## src/rtl/lstm_neuron_mac.sv

```systemverilog
// lstm_neuron_mac: streamed MAC neuron, z = sum(x*w) + bias, Q4.4 result.
// Build option NEURON_MAC_SAT_EN: clamp result instead of two's-complement wrap.
module lstm_neuron_mac #(
    parameter int N_INPUTS = 4,
    parameter int ACC_W    = 20,
    parameter int CNT_W    = 3
) (
    input  logic       clk,
    input  logic       rst,
    input  logic       start,
    input  logic [7:0] bias,
    input  logic       x_valid,
    output logic       x_ready,
    input  logic [7:0] x_data,
    input  logic [7:0] w_data,
    output logic       z_valid,
    input  logic       z_ready,
    output logic [7:0] z_value,
    output logic       busy
);

    typedef enum logic [1:0] {
        IDLE,
        ACCUM,
        ROUND,
        DONE
    } state_t;

    localparam logic [CNT_W-1:0] LAST_CNT = CNT_W'(N_INPUTS - 1);
    localparam logic signed [ACC_W-1:0] HALF_LSB = 8;
    localparam logic signed [ACC_W-1:0] SAT_MAX = 127;
    localparam logic signed [ACC_W-1:0] SAT_MIN = -128;

    state_t state;
    state_t state_nxt;

    logic signed [ACC_W-1:0] acc;
    logic signed [ACC_W-1:0] rnd;
    logic signed [ACC_W-1:0] prod_ext;
    logic signed [ACC_W-1:0] bias_ext;
    logic signed [15:0]      prod;
    logic [CNT_W-1:0]        cnt;
    logic [7:0]              z_q;
    logic [7:0]              z_rnd;
    logic                    take;
    logic                    last;

    // Q4.4 x Q4.4 gives a Q8.8 product; bias is shifted up to the same scale
    assign prod = $signed({{8{x_data[7]}}, x_data})
                * $signed({{8{w_data[7]}}, w_data});
    assign prod_ext = {{(ACC_W-16){prod[15]}}, prod};
    assign bias_ext = {{(ACC_W-12){bias[7]}}, bias, 4'b0000};

    // round half up back to Q4.4
    assign rnd = (acc + HALF_LSB) >>> 4;

    assign take = (state == ACCUM) && x_valid;
    assign last = (cnt == LAST_CNT);

    assign x_ready = (state == ACCUM);
    assign z_valid = (state == DONE);
    assign busy    = (state != IDLE);
    assign z_value = z_q;

`ifdef NEURON_MAC_SAT_EN
    // clamp the rounded sum into the signed 8-bit range
    always_comb begin
        z_rnd = rnd[7:0];
        if (rnd > SAT_MAX) begin
            z_rnd = 8'h7F;
        end else if (rnd < SAT_MIN) begin
            z_rnd = 8'h80;
        end
    end
`else
    logic unused_hi;
    assign unused_hi = ^rnd[ACC_W-1:8];

    // keep the low byte; out-of-range sums wrap
    always_comb begin
        z_rnd = rnd[7:0];
    end
`endif

    // state register
    always_ff @(posedge clk) begin
        if (rst) begin
            state <= IDLE;
        end else begin
            state <= state_nxt;
        end
    end

    // next-state logic
    always_comb begin
        state_nxt = state;
        unique case (state)
            IDLE:    if (start) state_nxt = ACCUM;
            ACCUM:   if (take && last) state_nxt = ROUND;
            ROUND:   state_nxt = DONE;
            DONE:    if (z_ready) state_nxt = IDLE;
            default: state_nxt = IDLE;
        endcase
    end

    // accumulator, element counter and result register
    always_ff @(posedge clk) begin
        if (rst) begin
            acc <= '0;
            cnt <= '0;
            z_q <= 8'h00;
        end else begin
            unique case (state)
                IDLE: begin
                    if (start) begin
                        acc <= bias_ext;
                        cnt <= '0;
                    end
                end
                ACCUM: begin
                    if (take) begin
                        acc <= acc + prod_ext;
                        cnt <= cnt + 1'b1;
                    end
                end
                ROUND: begin
                    z_q <= z_rnd;
                end
                default: begin
                end
            endcase
        end
    end

endmodule

```

## config.mk

```make
export PLATFORM = sky130hd
export DESIGN_NAME = lstm_neuron_mac
export DESIGN_NICKNAME = d
export VERILOG_FILES = /design/src/rtl/lstm_neuron_mac.sv
export SDC_FILE = /design/constraint.sdc
export NUM_CORES = 1
export LEC_CHECK = 0
export ABC_AREA = 1
export CELL_PAD_IN_SITES_DETAIL_PLACEMENT = 1
export CELL_PAD_IN_SITES_GLOBAL_PLACEMENT = 2
export CORE_MARGIN = 2
export CORE_UTILIZATION = 37
export CTS_BUF_LIST = sky130_fd_sc_hd__clkbuf_8
export CTS_CLUSTER_DIAMETER = 120
export DETAILED_ROUTE_END_ITERATION = 8
export PLACE_DENSITY = 0.9
export RECOVER_POWER = 100
export SLEW_MARGIN = 20
export SYNTH_ARGS = -nofsm -noshare
export SYNTH_HDL_FRONTEND = slang
export SYNTH_SLANG_ARGS = --single-unit
```

## constraint.sdc

```tcl
create_clock -name clk -period 15.4 [get_ports clk]
set_input_delay 3.85 -clock clk [delete_from_list [all_inputs] [get_ports clk]]
set_output_delay 3.85 -clock clk [all_outputs]
set_load 0.01 [all_outputs]
```

==> out/results.ini, run 1 <==
[grt]
grtUsageTotal_pct = 17.68
grt_pass1_wl_mm = 14.58
grt_antenna_before_repair = 0
grt-ovfl-total = 0
first_global_vias = 3152
grt_max_degree = 21

[routing]
wire_per_inst_um = 13.24
drtPass1Iterations = 3
drc = 0
drt_iter0_markers = 62
dr_total_vias = 2912
ant_nets = 0
wl_mm = 8.259
avgViaCountPerCell = 4.667

[logic_synthesis]
synthCells = 471
ys_types = 32
yosys_register_bits = 25
synth_area_sq_um = 3507
synth_warnings = 0
syn_nets = 583
avgSynthCellArea_sq_um = 7.446
seq_area_frac_synth_pct = 14.27

[cells_and_area]
n_antenna_cell = 0
area_delta_synth_final_pct = 13.91
final_cell_mix = nand2_1, inv_1, fa_1
final_common_cell = nand2_1
nets = 608
stdcell_count = 624
layout-drive-gt1-share_pct = 3.636

[pwr]
p_comb_share_pct = 77.8
power_density_nw_per_um2 = 162.5
seqPwrFrac_pct = 16.0
p_int_uw = 309.8
netSwitchingFraction_pct = 52.29
power_leakage_nw = 2.225
p_sw_uw = 339.4
p_total_uw = 649.2
clockPowerShare_pct = 6.2
ir_worst_vdd_v = 0.00006892

[placed_design]
io_buffers = 39
placedCellCount = 620
dp_hpwl_mm = 7.076
gp_congestion = 0.7609

[floorplanning]
design.die.area_sq_um = 10270
io_pins = 40
die_h_um = 101.4
coreArea_sq_um = 9240
rows = 35
die_w_um = 101.4
initial_core_util_pct = 37.96

[timing]
finalSetupTns_ps = 0
fin_crit_ps = 8609
period_share_pct = 55.90
setup_viol = 0
drv_slew = 0
finalHoldViolations = 0
fmaxAchievable_mhz = 116.2
relSlewSlack_pct = 50.50
rsz0062_at_grt = no
timing.hold.ws_ps = 470.2
tightest_slew_ps = 740.0
skew_ps = 6.161

[flow_run]
cap_violations = 0

[hold_path]
hp-class = flip-flop to flip-flop

[clock_tree]
clkTransAtPathRegs_ps = 90
cts_root_buffer = clkbuf_8
cts_resized = 0
tritoncts = built
insertion_delay_ps = 280
htree_levels = 1
numCtsBuffers = 3
clockBufferDepth = 2
cts.sinks = 25
hold_buffers = 0
post-cts-setup-buffers = 0

[run_status]
status = completed

[setup_path]
cp-start-kind = input pin
worstPathMaxFanout = 8
crit_type = input pin to flip-flop
end_kind = flip-flop
cp.arrival_ps = 8740
critPathRequiredTime_ps = 15530

==> per-stage QoR <==
stage          utilization [%]  instance area, sq um  worst slack [ps]
6_report                 43.24                  3995              6791
2_1_floorplan                -                  3507              7271
5_1_grt                  43.24                  3995              6421
4_1_cts                  43.26                  3998              6850
3_5_place_dp             42.78                  3953              6561
3_3_place_gp             42.78                  3953              6625
==> per-layer routing <==
layer	wire (um)	track usage [%]	up-vias
met1	3936	23.24	1428
met4	29	1.559	0
met2	4215	32.81	14
met3	78	1.518	4
li1	-	-	1466
met5	0	0	-
==> path summary, 6_finish.rpt <==
kind | startpoint | to | slack, ps | cells past startpoint
worst max register to register | acc[6] | acc[10] | 10950 | 19
worst min register to register | cnt[2] | cnt[2] | 470 | 2
worst min-delay path | cnt[2] | cnt[2] | 470 | 2
worst max-delay path | x_data[0] | acc[10] | 6790 | 18
==> worst max-delay path: stages <==
cell and delay [ps]:
dlygate4sd3_1 650, or2_2 350, fa_1 500, fa_1 550, inv_1 50, fa_1 500
fa_1 580, fa_1 420, ha_1 380, nand3_1 120, nand3_1 110, nand2_1 80
nand2_1 50, a21oi_1 150, xor2_1 170, nand2_1 60, o211ai_1 100, a21oi_1 80
==> registers in the layout (all words and copies together), names as in the netlist <==
signal,cells
acc,12
z_value,8
cnt,3
state,2
==> cell usage after synthesis (all sizes together) <==
| library cell | n | share of area [%] |
|---|---|---|
| dfxtp | 25 | 14 |
| a211oi | 4 | 0.86 |
| nor3 | 3 | 0.43 |
| nand3 | 20 | 3.1 |
| o211ai | 3 | 0.64 |
| nand2 | 113 | 12 |
| clkinv | 2 | 0.21 |
| a31oi | 2 | 0.36 |
| a21oi | 26 | 3.8 |
| or2 | 2 | 0.36 |
| buf | 12 | 2.3 |
| inv | 113 | 12 |
| o31ai | 1 | 0.21 |
| o21ai | 19 | 2.7 |
| nand4 | 1 | 0.18 |
| o211a | 1 | 0.29 |
| xor2 | 8 | 2.0 |
| nor2 | 23 | 2.5 |
| ha | 36 | 13 |
| xnor2 | 1 | 0.25 |
| fa | 47 | 27 |
| a221oi | 2 | 0.50 |
| clkbuf | 7 | 0.75 |
==> power by group through the flow <==
stage	clock (mW)	combinational [mW]	sequential (mW)
global placement	0	0.498	0.105
detailed placement	0	0.519	0.107
global route	0.0439	0.600	0.108
floorplan	0	0.396	0.105
CTS	0.0407	0.522	0.105
finish	0.0399	0.505	0.104
==> area by class of cell <==
type	count	area (sq um)
clock inverter	1	3.754
sequential	25	500.5
timing repair buffer	39	390.4
multi-input combinational	312	2466
inverter	115	431.7
clock buffer	3	41.29
tap	129	161.4
fill	1159	5245
==> cell families (layout without fill, tap and decap cells) <==
| kind of cell | after synthesis | after routing | synth area share, % |
|---|---|---|---|
| flip-flops | 25 | 25 | 14.27 |
| AO/OA/AOI/OAI | 58 | 58 | 9.383 |
| AND/OR/NAND/NOR | 162 | 162 | 19.09 |
| buffers and inverters | 134 | 158 | 15.34 |
| XOR/XNOR | 9 | 9 | 2.248 |
| adder cells (fa/ha/maj) | 83 | 83 | 39.67 |
Power figures use the tool's default switching activity.
==> run 2, diff against run 1 <==
Settings changed: CORE_UTILIZATION 37 to 34, PLACE_DENSITY 0.9 to 0.84.
Clock period 15.4 ns to 8.7 ns, I/O delays scaled along.
==> run 2 against run 1 <==
Utilization fell by 3.9 points. Routed wire length down 0.56%. Cell count rose by 1.3%. Critical path depth stayed put. Via count is 0.96% higher. Total power grew 76%. Largest cell class unchanged.
==> out/results.ini, run 2 (synthesis results as in run 1) <==
[run_status]
status = completed

[timing]
setup_viol = 0  ; unchanged
skew_ps = 7.193  ; +1.033 ps
relSlewSlack_pct = 40.69  ; -9.8 points
tightest_slew_ps = 889.6  ; +149.6 ps
finalSetupTns_ps = 0  ; unchanged
rsz0062_at_grt = no
drv_slew = 0  ; unchanged
period_share_pct = 79.90
fin_crit_ps = 6951
finalHoldViolations = 0  ; unchanged
fmaxAchievable_mhz = 143.9

[cells_and_area]
final_cell_mix = nand2_1, inv_1, fa_1
layout-drive-gt1-share_pct = 3.629  ; -0.0073 points
regMostFlops = acc
largest_register_ffs = 12  ; unchanged
nets = 609  ; +0.16%
n_antenna_cell = 0  ; unchanged
fin_util_pct = 39.35  ; -3.9 points
design_area_sq_um = 4008  ; +0.31%
stdcell_count = 632  ; +1.3%
final_common_cell = nand2_1
area_delta_synth_final_pct = 14.27

[routing]
dr_total_vias = 2940  ; +0.96%
drc = 0  ; unchanged
wire_per_inst_um = 13.00  ; -1.8%
drt_iter0_markers = 102  ; +65%
ant_nets = 0  ; unchanged
wl_mm = 8.213  ; -0.56%
avgViaCountPerCell = 4.652  ; -0.32%
drtPass1Iterations = 4  ; +1

[hold_path]
hold_depth = 2  ; unchanged
hold_start = cnt[2]
min_to = cnt[2]
hp-class = flip-flop to flip-flop

[clock_tree]
hold_buffers = 0  ; unchanged
clkTransAtPathRegs_ps = 90  ; about the same
insertion_delay_ps = 270  ; about the same
cts_resized = 0  ; unchanged
cts.sinks = 25  ; unchanged
htree_levels = 1  ; unchanged
tritoncts = built
cts_root_buffer = clkbuf_8
clockBufferDepth = 2  ; unchanged
post-cts-setup-buffers = 0  ; unchanged
numCtsBuffers = 3  ; unchanged

[grt]
grt_pass1_wl_mm = 14.62  ; +0.29%
first_global_vias = 3179  ; +0.86%
grt_max_degree = 21  ; unchanged
grt_antenna_before_repair = 0  ; unchanged
grt-ovfl-total = 0  ; unchanged
grtUsageTotal_pct = 15.89  ; -1.8 points

[floorplanning]
rows = 37  ; +5.7%
design.die.area_sq_um = 11140  ; +8.5%
initial_core_util_pct = 34.43  ; -3.5 points
die_w_um = 105.6  ; +4.1%
coreArea_sq_um = 10180  ; +10%
die_h_um = 105.6  ; +4.1%
io_pins = 40  ; unchanged

[flow_run]
cap_violations = 0  ; unchanged

[setup_path]
cp.arrival_ps = 7080  ; -1660 ps
rr_endpoint = acc[10]
r2r_start = acc[6]
critPathRequiredTime_ps = 8820  ; -6710 ps
end_kind = flip-flop
cp-start-kind = input pin
worstPathMaxFanout = 8  ; unchanged
crit_type = input pin to flip-flop
r2r_slack_ps = 4280  ; -6670 ps
reg2regPathDepth = 19  ; unchanged

[pwr]
power_density_nw_per_um2 = 284.8  ; +75%
power_leakage_nw = 2.226  ; about the same
ir_worst_vdd_v = 0.0001315  ; +91%
p_total_mw = 1.141  ; +76%

[placed_design]
placedCellCount = 628  ; +1.3%
dpl_cell_area_sq_um = 3969  ; +0.41%
io_buffers = 39  ; unchanged
gp_congestion = 0.7798  ; +2.5%
dp_hpwl_mm = 7.106  ; +0.43%

[run 2: cell type report]
class	instances	area, sq um
clock buffers	3	41.29
fillers	1275	6177
inverters	115	431.7
repair buffers	40	394.1
well taps	136	170.2
multi-input cells	312	2466
clock inverters	1	3.754
flip-flops and latches	25	500.5
[run 2: per-stage QoR]
stage | hold slack (ps) | setup WS [ps]
2_1_floorplan | 435.0 | 2246
3_3_place_gp | 444.0 | 1627
3_5_place_dp | 465.7 | 1551
4_1_cts | 479.7 | 1844
5_1_grt | 505.2 | 1485
6_report | 475.7 | 1749
[run 2: routing by layer]
| layer | vias up | track usage (%) | wire length (um) |
|---|---|---|---|
| met4 | 0 | 2.632 | 114 |
| met5 | - | 0 | 0 |
| li1 | 1464 | - | - |
| met2 | 27 | 28.76 | 4213 |
| met3 | 10 | 1.793 | 144 |
| met1 | 1439 | 20.65 | 3740 |
[run 2: worst max path at each step]
stage / slack, ps / endpoint / from / depth (start not counted)
after global routing: 1490 / acc[10] / x_data[0] / 18
final: 1750 / acc[10] / x_data[0] / 18
after global placement: 1630 / acc[10] / x_data[0] / 18
after CTS: 1840 / acc[10] / x_data[0] / 18
after floorplan: 2250 / acc[10] / x_data[0] / 18
after detailed placement: 1550 / acc[10] / x_data[0] / 18
[run 2: power by group]
| group | internal [mW] | switching [mW] | leakage (nW) | total (mW) |
|---|---|---|---|---|
| clock | 0.0317 | 0.0380 | 0.0269 | 0.0697 |
| combinational | 0.361 | 0.526 | 1.99 | 0.887 |
| sequential | 0.153 | 0.0318 | 0.206 | 0.185 |
| total | 0.546 | 0.596 | 2.23 | 1.14 |
[run 2: worst max-delay path, stage by stage]
cell and delay [ps]:
dlygate4sd3_1 650, or2_2 350, fa_1 510, fa_1 550, inv_1 50, fa_1 510
fa_1 580, fa_1 420, ha_1 370, nand3_1 100, nand3_1 100, nand2_1 80
nand2_1 50, a21oi_1 140, xor2_1 160, nand2_1 70, o211ai_1 110, a21oi_1 90
